==> src/rtl/pe_pkg.sv <==
// Shared PE definitions: default datapath widths and the accumulator FSM encoding.
package pe_pkg;

  localparam int PE_PROD_WIDTH = 16;
  localparam int PE_PSUM_WIDTH = 20;
  localparam int PE_LEN_WIDTH  = 8;

  typedef enum logic [1:0] {
    IDLE  = 2'd0,
    ACCUM = 2'd1,
    DONE  = 2'd2
  } acc_state_e;

endpackage

==> src/rtl/sat_adder.sv <==
// Unsigned saturating adder: clamps to all-ones when the carry-out is set.
module sat_adder #(
  parameter int width = 20
) (
  input  logic [width-1:0] a,
  input  logic [width-1:0] b,
  output logic [width-1:0] sum,
  output logic             ovf
);

  logic [width:0] full;

  // Add with one guard bit; the guard bit is the overflow indication.
  always_comb begin
    full = {1'b0, a} + {1'b0, b};
    ovf  = full[width];
    sum  = full[width] ? {width{1'b1}} : full[width-1:0];
  end

endmodule

==> src/rtl/psum_accumulator.sv <==
// Partial-sum accumulator: one psum_in, cfg_acc_len products, one psum_out per job.
// Saturating unsigned accumulation with a sticky per-job overflow flag.
module psum_accumulator
  import pe_pkg::*;
#(
  parameter int prod_width = PE_PROD_WIDTH,
  parameter int psum_width = PE_PSUM_WIDTH,
  parameter int len_width  = PE_LEN_WIDTH
) (
  input  logic                  clk,
  input  logic                  rst_n,
  input  logic [len_width-1:0]  cfg_acc_len,
  input  logic                  psum_in_valid,
  output logic                  psum_in_ready,
  input  logic [psum_width-1:0] psum_in,
  input  logic                  prod_valid,
  output logic                  prod_ready,
  input  logic [prod_width-1:0] prod,
  output logic                  psum_out_valid,
  input  logic                  psum_out_ready,
  output logic [psum_width-1:0] psum_out,
  output logic                  psum_ovf
);

  acc_state_e            state_q, state_d;
  logic [psum_width-1:0] acc_q;
  logic [len_width-1:0]  rem_q;
  logic                  ovf_q;

  logic [psum_width-1:0] prod_ext;
  logic [psum_width-1:0] sum;
  logic                  sum_ovf;
  logic                  psum_in_fire;
  logic                  prod_fire;

  // Handshake decodes come straight from the registered state, so no
  // valid input ever reaches a ready output combinationally.
  assign psum_in_ready  = (state_q == IDLE);
  assign prod_ready     = (state_q == ACCUM);
  assign psum_out_valid = (state_q == DONE);
  assign psum_out       = acc_q;
  assign psum_ovf       = ovf_q;

  assign psum_in_fire = psum_in_valid && psum_in_ready;
  assign prod_fire    = prod_valid && prod_ready;

  // Zero-extend the product to the accumulator width.
  always_comb begin
    prod_ext                   = '0;
    prod_ext[prod_width-1:0]   = prod;
  end

  sat_adder #(.width(psum_width)) u_sat_adder (
    .a   (acc_q),
    .b   (prod_ext),
    .sum (sum),
    .ovf (sum_ovf)
  );

  // State register.
  always_ff @(posedge clk or negedge rst_n) begin
    if (!rst_n) state_q <= IDLE;
    else        state_q <= state_d;
  end

  // Next-state: zero-length jobs pass straight through to DONE.
  always_comb begin
    state_d = state_q;
    case (state_q)
      IDLE:    if (psum_in_fire) state_d = (cfg_acc_len == '0) ? DONE : ACCUM;
      ACCUM:   if (prod_fire && rem_q == len_width'(1)) state_d = DONE;
      DONE:    if (psum_out_ready) state_d = IDLE;
      default: state_d = IDLE;
    endcase
  end

  // Datapath: load on psum_in, accumulate on each product, otherwise hold.
  // remaining is always >= 1 while in ACCUM, so the decrement cannot wrap.
  always_ff @(posedge clk or negedge rst_n) begin
    if (!rst_n) begin
      acc_q <= '0;
      rem_q <= '0;
      ovf_q <= 1'b0;
    end else if (psum_in_fire) begin
      acc_q <= psum_in;
      rem_q <= cfg_acc_len;
      ovf_q <= 1'b0;
    end else if (prod_fire) begin
      acc_q <= sum;
      rem_q <= rem_q - len_width'(1);
      ovf_q <= ovf_q | sum_ovf;
    end
  end

endmodule
==> config.mk <==
export PLATFORM = sky130hd
export DESIGN_NAME = psum_accumulator
export DESIGN_NICKNAME = d
export VERILOG_FILES = /design/src/rtl/pe_pkg.sv /design/src/rtl/sat_adder.sv /design/src/rtl/psum_accumulator.sv
export SDC_FILE = /design/constraint.sdc
export NUM_CORES = 1
export LEC_CHECK = 0
export CORE_ASPECT_RATIO = 2
export CORE_MARGIN = 5
export CORE_UTILIZATION = 40
export DETAILED_ROUTE_END_ITERATION = 6
export PLACE_DENSITY = 0.81
export SETUP_SLACK_MARGIN = 0.05
export SYNTH_ARGS = -nofsm -noshare
export SYNTH_HDL_FRONTEND = slang
export SYNTH_SLANG_ARGS = --single-unit
==> constraint.sdc <==
create_clock -name clk -period 2.5 [get_ports clk]
set_input_delay 0.5 -clock clk [delete_from_list [all_inputs] [get_ports clk]]
set_output_delay 0.5 -clock clk [all_outputs]
set_load 0.02 [all_outputs]
==> summary.md <==
| Metric | Value |
|---|---|
| Total routed wirelength | 8980 um |
| Die Area | 7740 um^2 |
| Initial drt markers | 143 |
| Crit path max-delay family | buffers and inverters |
| Rows | 40 |
| Clock Sinks | 31 |
| Chip Height | 120 um |
| GRT Residual Overflow | 0 |
| Largest net degree at the start of global routing | 32 |
| Synth Register Bits | 31 |
| # diodes | 0 |
| Gpl congestion | 0.913 |
| Ys async rst share | 100% |
| Post-synth top area share | 32.3% |
| Total power | 5280 uW |
| Vias in the first global route | 2969 |
| Worst hold path type | reg -> reg |
| Core Footprint | 5910 um^2 |
| Number of CTS-inserted buffers | 5 |
| Post-synth EDFFs | 0 |
| Leading register cell type out of synthesis | dfrtp_1 |
| Share of layout cells above drive strength 1 | 21.4% |
| Largest family of logic cells by synthesized area | compound AO/OA/AOI/OAI gates |
| Synth Area in XOR/XNOR | 4.38% |
| Count of pins over their slew limit | 0 |
| Netlist Area Pre-Place | 2400 um^2 |
| Peak per-stage delay on the critical path | 420 ps |
| Area Growth Syn to Fin | 58.7% |
| Worst setup EP type | register |
| Compound-Gate Fraction of Synth Area | 28.9% |
| Syn_nets | 359 |
| Slowest cell on crit path | clkdlybuf4s50_1 |
| Post-DP HPWL | 6090 um |
| Power per cell area | 1390 nW/um^2 |
| Final setup fails | 0 |
| Crit-path max FO | 5 |
| Area share of fa/ha/maj cells after synthesis | 10.2% |
| WL per Instance | 19.2 um |
| Crit path time final | 2490 ps |
| Max-Slew Margin vs Limit | 70.3% |
| Synth Area per Inst | 8.24 um^2 |
| Static leakage | 0.00160 uW |
| Vias/cell | 6.08 |
| Worst vdd ir | 0.000957 V |
| Startpoint Class | input port |
| Max Clock Freq | 0.401 GHz |
| # DRC | 0 |
| Worst path required time | 2710 ps |
| Critical Path AT | 2700 ps |
| DR pass1 iterations | 4 |
| Most common cell in the netlist | nand2_1 |
| H-tree Lvls | 2 |
| Post-layout util | 64.5% |
| Crit share post-route | 99.8% |
| Leading area contributor after synthesis | dfrtp_1 |
| Post-Synthesis Cells | 291 |
| Initial Util | 40.6% |
| Syn. warnings | 0 |
| Initial antenna violation count | 0 |
| Hold Vio Cnt, Final | 0 |
| Multiplexer fraction of the synthesized cell area | 0.469% |
| First-pass GRT wire length | 13700 um |
| Number of distinct library cells after synthesis | 56 |
| Final #Nets | 473 |
| Max-cap viol count | 0 |
| Status | complete, no violations |
| Setup CP Type | in -> reg |
| CP Buf/Inv Count | 3 |
| Worst clock skew | 9.21 ps |
| Filler-free cell count of the finished design | 469 |
| Vias | 2850 |
| Most frequent cells after synthesis | nand2_1, dfrtp_1, a21oi_1 |
| Synth Area in Simple Gates | 19.9% |
| Placed Cells incl. Taps | 456 |
| Worst slew pin tran | 446 ps |
| Chip Width | 64.8 um |
| Clk pin slew, worst setup/hold paths | 50 ps |
| IO buf count | 72 |
| CTS tree | yes |
| Largest cells by area after synthesis | dfrtp_1, ha_1, a21oi_1 |
| RSZ-0062 raised after global routing | yes |
| Clk root buf | clkbuf_16 |
| Register area share after synthesis | 32.3% |
| CTS Hold Bufs | 0 |
| IO Count | 73 |
| Antenna Nets Post-Route | 0 |
| GRT Resource Usage Total | 22.2% |
| Max clock buf depth | 2 |
| Crit-path cells | clkdlybuf4s50_1 -> ha_1 -> nand4_1 -> o221ai_1 -> a21oi_2 -> buf_6 -> o22ai_4 -> buf_4 -> and3b_1 -> nor3_2 |
| Clock latency on the worst-skew pair | 290 ps |
area by class of cell:
type / instances / area, um^2
clock inverters: 1 / 7.51
flip-flops and latches: 31 / 776
well taps: 63 / 78.8
multi-input cells: 239 / 1670
fillers: 499 / 2100
repair buffers: 119 / 1090
inverters: 9 / 33.8
clock buffers: 7 / 153
cells by family after synthesis:
| group | Yosys count |
|---|---|
| AND/OR/NAND/NOR | 99 |
| multiplexers | 1 |
| adder cells (fa/ha/maj) | 19 |
| buffers and inverters | 21 |
| AO/OA/AOI/OAI | 108 |
| flip-flops | 31 |
| XOR/XNOR | 12 |
cells in the final DEF (no fill, tap or decap), drive strengths merged, types with 2 or more instances in the layout:
cell type	instances
clkdlybuf4s50	70
buf	47
nand2	37
dfrtp	31
o21ai	30
a21oi	29
nor2	20
ha	18
nor3	16
o22ai	11
inv	9
xnor2	7
clkbuf	7
o211ai	6
xor2	5
a221o	5
nand3	4
nor2b	3
nor4	3
o31ai	3
nand4	3
a211oi	3
and3	3
a21o	2
o211a	2
o221ai	2
o21a	2
nor3b	2
nand2b	2
a31oi	2
and2	2
o41ai	2
a32oi	2
registers in the layout, indices dropped and copies added (netlist names):
name / cells
rem_q: 8
state_q: 2
psum_ovf: 1
psum_out: 20
stage by stage:
step	worst slack, ps	hold slack, ps	area, um^2	TNS [ps]
finish	5.18	532	3810	0
global route	-57.7	560	3810	-90.1
CTS	33.1	527	3710	0
detailed placement	-438	501	3460	-7280
global placement	-355	499	3460	-6310
floorplan	153	204	2400	0
where the power goes:
part           leakage, uW  switching [uW]  internal [uW]
combinational      0.00116            1870           1710
sequential        0.000371             277            753
clock            0.0000761             241            423
total              0.00160            2390           2890
what timing repair did:
| action | CTS | global route |
|---|---|---|
| gates resized for setup | 19 | 16 |
| setup endpoints to repair | 21 | 21 |
| pin swaps | 7 | 9 |
| setup buffers | 1 | 3 |
| cloned | 1 | 0 |
per-layer routing:
metal / track usage, % / vias up / part of all wire [%] / routed length, um
met5: 0 / - / 0 / 0
met4: 10.3 / 0 / 2.5 / 228
met3: 4.40 / 20 / 5.8 / 523
met2: 39.4 / 120 / 53 / 4770
met1: 24.8 / 1399 / 38 / 3460
li1: - / 1311 / - / -
worst register-to-register path, delay by kind of cell, from the launching register on:
| kind | cells | cell delay, ps |
|---|---|---|
| AND/OR/NAND/NOR | 1 | 180 |
| adder cells (fa/ha/maj) | 2 | 580 |
| AO/OA/AOI/OAI | 5 | 680 |
| flip-flops | 1 | 400 |
| buffers and inverters | 2 | 300 |
path summary, 6_finish.rpt:
kind	from	slack, ps	cells after the start	endpoint
max in group asynchronous	rst_n	1550	2	psum_out[15]
min in group asynchronous	rst_n	630	2	psum_out[5]
worst min register to register	psum_ovf	530	1	psum_ovf
worst min-delay path	psum_ovf	530	1	psum_ovf
worst max register to register	psum_out[0]	220	10	psum_out[4]
worst max-delay path	prod[9]	5	10	psum_out[16]
(Power assumes the default switching activity.)
